$ cat src/rtl/mem_bus_arbiter_if.sv
// Bus bundle between two cache-line requesters, the arbiter and the shared memory bus.
// The arbiter connects through the master modport; the requesters and memory side use slave.
interface mem_bus_arbiter_if #(
    parameter int unsigned BUS_SIZE  = 16,
    parameter int unsigned ADDR_SIZE = 15
);
    // Requester side
    logic [1:0]             req_valid;
    logic [1:0]             req_write;
    logic [2*ADDR_SIZE-1:0] req_addr;
    logic [2*BUS_SIZE-1:0]  req_wdata;
    logic [1:0]             wbeat;
    logic [BUS_SIZE-1:0]    rdata;
    logic [1:0]             rvalid;
    logic [1:0]             done;
    logic [1:0]             err;

    // Memory side
    logic [ADDR_SIZE-1:0]   mem_address;
    logic [1:0]             mem_cmd_out;
    logic                   mem_cmd_oe;
    logic [BUS_SIZE-1:0]    mem_data_out;
    logic                   mem_data_oe;
    logic [1:0]             mem_cmd_in;
    logic [BUS_SIZE-1:0]    mem_data_in;

    modport master (
        input  req_valid, req_write, req_addr, req_wdata, mem_cmd_in, mem_data_in,
        output wbeat, rdata, rvalid, done, err,
        output mem_address, mem_cmd_out, mem_cmd_oe, mem_data_out, mem_data_oe
    );

    modport slave (
        output req_valid, req_write, req_addr, req_wdata, mem_cmd_in, mem_data_in,
        input  wbeat, rdata, rvalid, done, err,
        input  mem_address, mem_cmd_out, mem_cmd_oe, mem_data_out, mem_data_oe
    );
endinterface

$ cat src/rtl/mem_bus_arbiter.sv
// mem_bus_arbiter: round-robin arbiter granting one of two requesters a whole cache-line
// transfer (fill or write-back) on a shared memory bus, one transfer in flight at a time.
// Optional response watchdog: define MEM_BUS_ARBITER_TIMEOUT_EN to abort a transfer with
// done+err after TIMEOUT_CYCLES cycles without a RESPONSE; otherwise err is tied low.
module mem_bus_arbiter #(
    parameter int unsigned BUS_SIZE       = 16,
    parameter int unsigned ADDR_SIZE      = 15,
    parameter int unsigned BEATS          = 8,
    parameter int unsigned TIMEOUT_CYCLES = 255
) (
    input logic               clk,
    input logic               reset,
    mem_bus_arbiter_if.master bus
);
    localparam int unsigned CntW  = $clog2(BEATS + 1);
    localparam int unsigned WLast = BEATS - 1;
    // Beat 0 of a fill arrives in WAIT_RESP, so RDATA only carries BEATS-1 beats.
    localparam int unsigned RLast = (BEATS > 1) ? BEATS - 2 : 0;

    localparam logic [1:0] CmdNop   = 2'd0;
    localparam logic [1:0] CmdResp  = 2'd1;
    localparam logic [1:0] CmdRead  = 2'd2;
    localparam logic [1:0] CmdWrite = 2'd3;

    typedef enum logic [2:0] {
        StIdle,
        StCmd,
        StWdata,
        StWaitResp,
        StRdata,
        StDone
    } state_e;

    state_e               state_q;
    logic                 winner_q;
    logic                 write_q;
    logic [ADDR_SIZE-1:0] addr_q;
    logic [CntW-1:0]      cnt_q;
    logic                 last_grant_q;
    logic                 pick;
    logic                 resp;

`ifdef MEM_BUS_ARBITER_TIMEOUT_EN
    localparam int unsigned TmoW = $clog2(TIMEOUT_CYCLES + 1);
    logic [TmoW-1:0]      tmo_q;
    logic                 err_q;
`endif

    // Round-robin pick: a lone request wins, a tie goes to the index not granted last.
    always_comb begin
        pick = bus.req_valid[1];
        if (&bus.req_valid) begin
            pick = ~last_grant_q;
        end
        resp = (bus.mem_cmd_in == CmdResp);
    end

    // Transfer sequencing FSM with grant history and beat counting.
    always_ff @(posedge clk or negedge reset) begin
        if (!reset) begin
            state_q      <= StIdle;
            winner_q     <= 1'b0;
            write_q      <= 1'b0;
            addr_q       <= '0;
            cnt_q        <= '0;
            last_grant_q <= 1'b1;
`ifdef MEM_BUS_ARBITER_TIMEOUT_EN
            tmo_q        <= '0;
            err_q        <= 1'b0;
`endif
        end else begin
            unique case (state_q)
                StIdle: begin
                    if (|bus.req_valid) begin
                        winner_q <= pick;
                        write_q  <= bus.req_write[pick];
                        addr_q   <= pick ? bus.req_addr[2*ADDR_SIZE-1:ADDR_SIZE]
                                         : bus.req_addr[ADDR_SIZE-1:0];
                        state_q  <= StCmd;
                    end
                end
                StCmd: begin
                    cnt_q   <= '0;
`ifdef MEM_BUS_ARBITER_TIMEOUT_EN
                    tmo_q   <= '0;
`endif
                    state_q <= write_q ? StWdata : StWaitResp;
                end
                StWdata: begin
                    if (cnt_q == CntW'(WLast)) begin
                        state_q <= StWaitResp;
                    end else begin
                        cnt_q <= cnt_q + CntW'(1);
                    end
                end
                StWaitResp: begin
                    if (resp) begin
                        if (write_q || BEATS == 1) begin
                            state_q <= StDone;
                        end else begin
                            cnt_q   <= '0;
                            state_q <= StRdata;
                        end
                    end
`ifdef MEM_BUS_ARBITER_TIMEOUT_EN
                    else if (tmo_q == TmoW'(TIMEOUT_CYCLES - 1)) begin
                        err_q   <= 1'b1;
                        state_q <= StDone;
                    end else begin
                        tmo_q <= tmo_q + TmoW'(1);
                    end
`endif
                end
                StRdata: begin
                    // Memory streams the line back to back; its command wires are not re-checked.
                    if (cnt_q == CntW'(RLast)) begin
                        state_q <= StDone;
                    end else begin
                        cnt_q <= cnt_q + CntW'(1);
                    end
                end
                StDone: begin
                    last_grant_q <= winner_q;
`ifdef MEM_BUS_ARBITER_TIMEOUT_EN
                    err_q        <= 1'b0;
`endif
                    state_q      <= StIdle;
                end
                default: state_q <= StIdle;
            endcase
        end
    end

    // Bus and requester outputs decoded from the registered state; idle values are all zero.
    always_comb begin
        bus.wbeat        = '0;
        bus.rvalid       = '0;
        bus.done         = '0;
        bus.err          = '0;
        bus.rdata        = '0;
        bus.mem_address  = '0;
        bus.mem_cmd_out  = CmdNop;
        bus.mem_cmd_oe   = 1'b0;
        bus.mem_data_out = '0;
        bus.mem_data_oe  = 1'b0;
        unique case (state_q)
            StCmd: begin
                bus.mem_cmd_oe  = 1'b1;
                bus.mem_cmd_out = write_q ? CmdWrite : CmdRead;
                bus.mem_address = addr_q;
            end
            StWdata: begin
                bus.mem_cmd_oe      = 1'b1;
                bus.mem_cmd_out     = CmdWrite;
                bus.mem_address     = addr_q;
                bus.mem_data_oe     = 1'b1;
                bus.mem_data_out    = winner_q ? bus.req_wdata[2*BUS_SIZE-1:BUS_SIZE]
                                               : bus.req_wdata[BUS_SIZE-1:0];
                bus.wbeat[winner_q] = 1'b1;
            end
            StWaitResp: begin
                // The RESPONSE cycle of a fill already carries beat 0.
                if (resp && !write_q) begin
                    bus.rdata            = bus.mem_data_in;
                    bus.rvalid[winner_q] = 1'b1;
                end
            end
            StRdata: begin
                bus.rdata            = bus.mem_data_in;
                bus.rvalid[winner_q] = 1'b1;
            end
            StDone: begin
                bus.done[winner_q] = 1'b1;
`ifdef MEM_BUS_ARBITER_TIMEOUT_EN
                bus.err[winner_q]  = err_q;
`endif
            end
            default: ;
        endcase
    end
endmodule

$ cat src/flat_wrapper.sv
// flat-port wrapper written by rule: the top's interface ports become plain ports
module mem_bus_arbiter_flat 
#(
    parameter int unsigned BUS_SIZE       = 16,
    parameter int unsigned ADDR_SIZE      = 15,
    parameter int unsigned BEATS          = 8,
    parameter int unsigned TIMEOUT_CYCLES = 255
)
  (clk, reset, bus_req_valid, bus_req_write, bus_req_addr, bus_req_wdata, bus_mem_cmd_in, bus_mem_data_in, bus_wbeat, bus_rdata, bus_rvalid, bus_done, bus_err, bus_mem_address, bus_mem_cmd_out, bus_mem_cmd_oe, bus_mem_data_out, bus_mem_data_oe);
  mem_bus_arbiter_if #(.BUS_SIZE(BUS_SIZE), .ADDR_SIZE(ADDR_SIZE)) bus_i ();
  input logic clk;
  input logic reset;
  input wire logic [$bits(bus_i.req_valid)-1:0] bus_req_valid;
  input wire logic [$bits(bus_i.req_write)-1:0] bus_req_write;
  input wire logic [$bits(bus_i.req_addr)-1:0] bus_req_addr;
  input wire logic [$bits(bus_i.req_wdata)-1:0] bus_req_wdata;
  input wire logic [$bits(bus_i.mem_cmd_in)-1:0] bus_mem_cmd_in;
  input wire logic [$bits(bus_i.mem_data_in)-1:0] bus_mem_data_in;
  output wire logic [$bits(bus_i.wbeat)-1:0] bus_wbeat;
  output wire logic [$bits(bus_i.rdata)-1:0] bus_rdata;
  output wire logic [$bits(bus_i.rvalid)-1:0] bus_rvalid;
  output wire logic [$bits(bus_i.done)-1:0] bus_done;
  output wire logic [$bits(bus_i.err)-1:0] bus_err;
  output wire logic [$bits(bus_i.mem_address)-1:0] bus_mem_address;
  output wire logic [$bits(bus_i.mem_cmd_out)-1:0] bus_mem_cmd_out;
  output wire logic [$bits(bus_i.mem_cmd_oe)-1:0] bus_mem_cmd_oe;
  output wire logic [$bits(bus_i.mem_data_out)-1:0] bus_mem_data_out;
  output wire logic [$bits(bus_i.mem_data_oe)-1:0] bus_mem_data_oe;
  assign bus_i.req_valid = bus_req_valid;
  assign bus_i.req_write = bus_req_write;
  assign bus_i.req_addr = bus_req_addr;
  assign bus_i.req_wdata = bus_req_wdata;
  assign bus_i.mem_cmd_in = bus_mem_cmd_in;
  assign bus_i.mem_data_in = bus_mem_data_in;
  assign bus_wbeat = bus_i.wbeat;
  assign bus_rdata = bus_i.rdata;
  assign bus_rvalid = bus_i.rvalid;
  assign bus_done = bus_i.done;
  assign bus_err = bus_i.err;
  assign bus_mem_address = bus_i.mem_address;
  assign bus_mem_cmd_out = bus_i.mem_cmd_out;
  assign bus_mem_cmd_oe = bus_i.mem_cmd_oe;
  assign bus_mem_data_out = bus_i.mem_data_out;
  assign bus_mem_data_oe = bus_i.mem_data_oe;
  mem_bus_arbiter #(.BUS_SIZE(BUS_SIZE), .ADDR_SIZE(ADDR_SIZE), .BEATS(BEATS), .TIMEOUT_CYCLES(TIMEOUT_CYCLES)) u_core (.clk(clk), .reset(reset), .bus(bus_i));
endmodule
$ cat config.mk
export PLATFORM = sky130hd
export DESIGN_NAME = mem_bus_arbiter_flat
export DESIGN_NICKNAME = d
export VERILOG_FILES = /design/src/rtl/mem_bus_arbiter_if.sv /design/src/rtl/mem_bus_arbiter.sv /design/src/flat_wrapper.sv
export SDC_FILE = /design/constraint.sdc
export NUM_CORES = 1
export LEC_CHECK = 0
export CAP_MARGIN = 15
export CORE_UTILIZATION = 36
export CTS_BUF_LIST = sky130_fd_sc_hd__clkbuf_8 sky130_fd_sc_hd__clkbuf_16
export DETAILED_ROUTE_END_ITERATION = 8
export PLACE_DENSITY = 0.93
export REMOVE_ABC_BUFFERS = 1
export SYNTH_ARGS = -nofsm -noshare
export SYNTH_HDL_FRONTEND = slang
export SYNTH_SLANG_ARGS = --single-unit
$ cat constraint.sdc
create_clock -name clk -period 3.7 [get_ports clk]
set_input_delay 0.74 -clock clk [delete_from_list [all_inputs] [get_ports clk]]
set_output_delay 0.74 -clock clk [all_outputs]
set_load 0.01 [all_outputs]
-- Yosys cells after proc, flatten, opt, wreduce, memory -nomap -nowiden
Cells that the tools add are included.
- output and inout bits: 59
- register bits: 25
- input port bits: 86
- bitwise logic cells: 1
- $add $sub $neg: 1
- muxes and demuxes: 31
- order comparisons: 3
- equal/unequal tests: 15
- reduce and logical (&&, ||, !) cells: 11
- operators by type and width (kind ; count):
    $mux W16 ; 3
    $pmux W16 S2 ; 1
    $mux W15 ; 2
    $mux W4 ; 4
    $pmux W4 S4 ; 1
    $pmux W3 S5 ; 1
    $mux W3 ; 4
    $mux W1 ; 9
    $eq A4 B3 Y1 const B ; 2
    $ne A2 B1 Y1 const B ; 4
    $pmux W2 S2 ; 2
    $eq A3 B2 Y1 const B ; 2
    $eq A3 B3 Y1 const B ; 2
    $mux W2 ; 3
    $ne A2 B2 Y1 const B ; 3
    $reduce_and A5 Y1 ; 1
    $add A4 B1 Y4 const B ; 1
    $lt A1 B2 Y1 const B ; 2
    $reduce_and A2 Y1 ; 2
    $reduce_and A4 Y1 ; 1
    $reduce_bool A4 Y1 ; 1
    $reduce_or A2 Y1 ; 2
    $eq A3 B1 Y1 const B ; 1
    $logic_not A3 Y1 ; 1
    other kinds (6) ; 7

-- Longest topological paths before layout
- word-level depth: 6
- mapped depth: 5
- mapped depth without buffers: 5

-- Worst setup path before layout
OpenSTA, ideal clock, no wires.
- path type: in2out
- from: input bus_mem_cmd_in[1]
- to: output bus_rdata[10]
- path slack: 1.373 ns
- stages: 4
- arrival time: 1.587 ns
- path buffers: 1
- data required time: 2.960 ns
- cells stage by stage: nand2b_1 -> o31a_1 -> buf_2 -> nor2b_1
- cells in the longest elaborated chain, start to end: 4
- ends and longest elaborated chain (item ; RTL line ; text):
    start: declaration ; flat_wrapper.sv:17 ; input wire logic [$bits(bus_i.mem_cmd_in)-1:0] bus_mem_cmd_in;
    $eq A2 B1 Y1 ; mem_bus_arbiter.sv:55 ; resp = (bus.mem_cmd_in == CmdResp);
    $logic_and A1 B1 Y1 ; mem_bus_arbiter.sv:163 ; if (resp && !write_q) begin
    $mux W16 ; mem_bus_arbiter.sv:163 ;
    $pmux W16 S2 ; mem_bus_arbiter.sv:146 ; unique case (state_q)
    end: declaration ; flat_wrapper.sv:20 ; output wire logic [$bits(bus_i.rdata)-1:0] bus_rdata;
No other way between the ends.

-- Final worst setup path
- from: input bus_mem_cmd_in[1]
- to: output bus_rdata[13]
The elaborated chain is that of the path after synthesis.

==> results.md <==
- FFs w/ async S/R, synth: 100.0%
- R2R Path Start: u_core.state_q[1]
- Final Max Tran Viols: 0
- Final ANT Viol Nets: 0
- Pin count of the biggest net entering global routing: 34
- Post-Syn Instances: 214
- Synth cell types: just over 40
- Synth Register Bits: 25
- Critical-path maximum fanout: 18
- Clock Skew: between 3 and 4 ps
- Most common cell on crit path: clkdlybuf4s50_1
- DR vias: 2000
- I/O Buffers: between 100 and 150
- # setup viols final: 0
- Startpoint Class: input port
- Post-synth EDFFs: 0
- Required time worst endpoint: around 3000 ps
- Final GP Congestion: 0.8101
- Top_reg_cell synth: dfrtp_1
- VDD IR max: between 0.3 and 0.4 mV
- Worst-path cell chain: clkdlybuf4s50_1, nand2b_1, o31a_1, nor2b_1, clkdlybuf4s50_1
- Layout Nets: ~440
- Final wirelength: roughly 6000 µm
- CP endpoint kind: output pin
- Outcome: complete, no violations
- Num CTS Buffers: 3
- Initial DRT Pass Iterations: 4
- Via count of the first global-routing pass: 2019
- Fin crit period: about 3300 ps
- # diodes: 0
- I/O Pins: between 100 and 150
- Critical path class: input port to output pin
- Hold Crit Class: flip-flop to flip-flop
- First-pass GRT wire length: a little over 9000 µm
- Detailed router's first-iteration violation count: 63
- Fraction of layout cells with a size suffix above 1: around 3.7%
- Ys Warns: 0
- Die area: 5392 µm²
- Share of the synthesized area in the top cell type: between 30 and 40%
- Vias/cell: a little under 5
- Most frequent cell after synthesis: nor2_1
- CTS Sinks: 25
- Leak pwr: around 1.4 nW
- Synth cell count leaders: 42 x nor2_1, 32 x mux2i_1, 24 x dfrtp_1
- Clk root buf: clkbuf_8
- Synth area leaders: dfrtp_1 33%, mux2i_1 17%, nor2_1 8.6%
- CTS tree: done
- Post-Syn Area: roughly 1800 µm²
- CP top delay family: buffers and inverters
- Worst Hold Slack: ~530 ps
- CTS resizes: 0
- Worst-path clk slew: 90 ps
- Relative slew slack: 47.02%
- Crit. Startpoint: bus_mem_cmd_in[1]
- Maximum clock rate: approximately 0.30 GHz
- # DRC: 0
- Final hold violation count: 0
- Hold_buf cts: 0
- Area growth syn-to-layout: 82.49%
- Routed len/inst: ~14 µm
- Die height: 73.43 µm
- Htree depth: 1
- Initial core utilization: around two fifths
- Worst EP arrival: 2570 ps
- Design Power: about 2.2 mW
- Initial antenna violation count: 0
- Total Neg Setup Slack: 0 ps
- Die Width: about 73 µm
- Slowest-stage cell, CP: clkdlybuf4s50_1
- Hold_sp: u_core.last_grant_q
- Row count: 25
- Total GRT Usage: around 22%
- Core box area: roughly 4800 µm²
- Post-CTS setup buffer count: 0
- Yosys top cell by area: dfrtp_1
- Grt ovf: 0
- Unrepaired setup endpoints after global routing: false
- Clock latency on the worst-skew pair: 260 ps
- PwrDens: about 650 nW/µm²
- Crit-path max cell delay: between 500 and 600 ps
- Worst Tran Pin Value: between 700 and 800 ps
- Maximum root-to-sink buffer count: 2
- Sequential area share after synthesis: between 30% and 40%
- Syn Area/Cell: roughly 8.6 µm²
- Buf/Inv on CP: 2
- DPL Wire Length: approximately 4800 µm
- Max Cap Viol: 0
- Fin crit share: between 80% and 90%
==> cell type report <==
cell class,count,area (µm²)
clock buffer,3,41.29
fill,397,1465
clock inverter,1,3.754
sequential,25,626.9
inverter,3,11.26
multi-input combinational,170,1114
tap,67,83.83
timing repair buffer,146,1471
==> final timing paths <==
kind,to,slack (ps),cells past startpoint
worst max-delay path,bus_rdata[13],390,5
worst min-delay path,u_core.last_grant_q,530,1
worst max register to register,u_core.cnt_q[0],1760,4
worst min register to register,u_core.last_grant_q,530,1
max in group asynchronous,u_core.addr_q[10],2460,2
min in group asynchronous,u_core.addr_q[13],790,1
==> registers in the layout, summed over array words and instances (netlist names) <==
name / cells
u_core.addr_q: 15
u_core.cnt_q: 4
u_core.state_q: 3
u_core.last_grant_q: 1
u_core.winner_q: 1
u_core.write_q: 1
==> power by group <==
part | internal [mW] | switching (mW) | total, mW
combinational | 0.818 | 0.672 | 1.49
sequential | 0.407 | 0.121 | 0.528
clock | 0.0741 | 0.0842 | 0.158
==> placed cells by master, fill, tap and decap left out, types with 4 or more instances in the layout <==
master,Yosys,layout
nor2b_1,18,18
nand3b_1,4,4
a21oi_1,18,18
clkdlybuf4s50_1,0,142
and2_1,15,15
nand2b_1,4,4
inv_1,3,4
mux2i_1,32,32
nor2_1,42,42
dfrtp_1,24,24
==> metrics by stage <==
stage               util [%]  setup slack, ps  instance area (µm²)  std cells
floorplan                  -            626.7                 1748        198
global placement       68.08            495.2                 3279        410
detailed placement     68.08            373.0                 3279        410
CTS                    69.01            367.9                 3324        414
global route           69.58            308.0                 3352        415
finish                 69.58            385.0                 3352        415
==> cell families (layout without fill, tap and decap cells) <==
logic type / count (synthesis) / after routing / synth area share [%]
compound gates: 34 / 34 / 11.58
flops: 25 / 25 / 34.13
buf+inv: 20 / 153 / 5.653
simple gates: 98 / 98 / 28.68
xor+xnor: 2 / 2 / 0.9539
mux: 32 / 32 / 17.44
fa+ha+maj: 2 / 2 / 1.362
other cells: 1 / 2 / 0.2042
==> metal layers <==
layer	vias to the layer above	track usage, %	share of wire [%]
met4	0	5.342	1.1
met2	84	42.80	52
met1	922	24.61	39
li1	988	-	-
met3	6	4.664	8.2
met5	-	0	0
(Power assumes the default switching activity.)
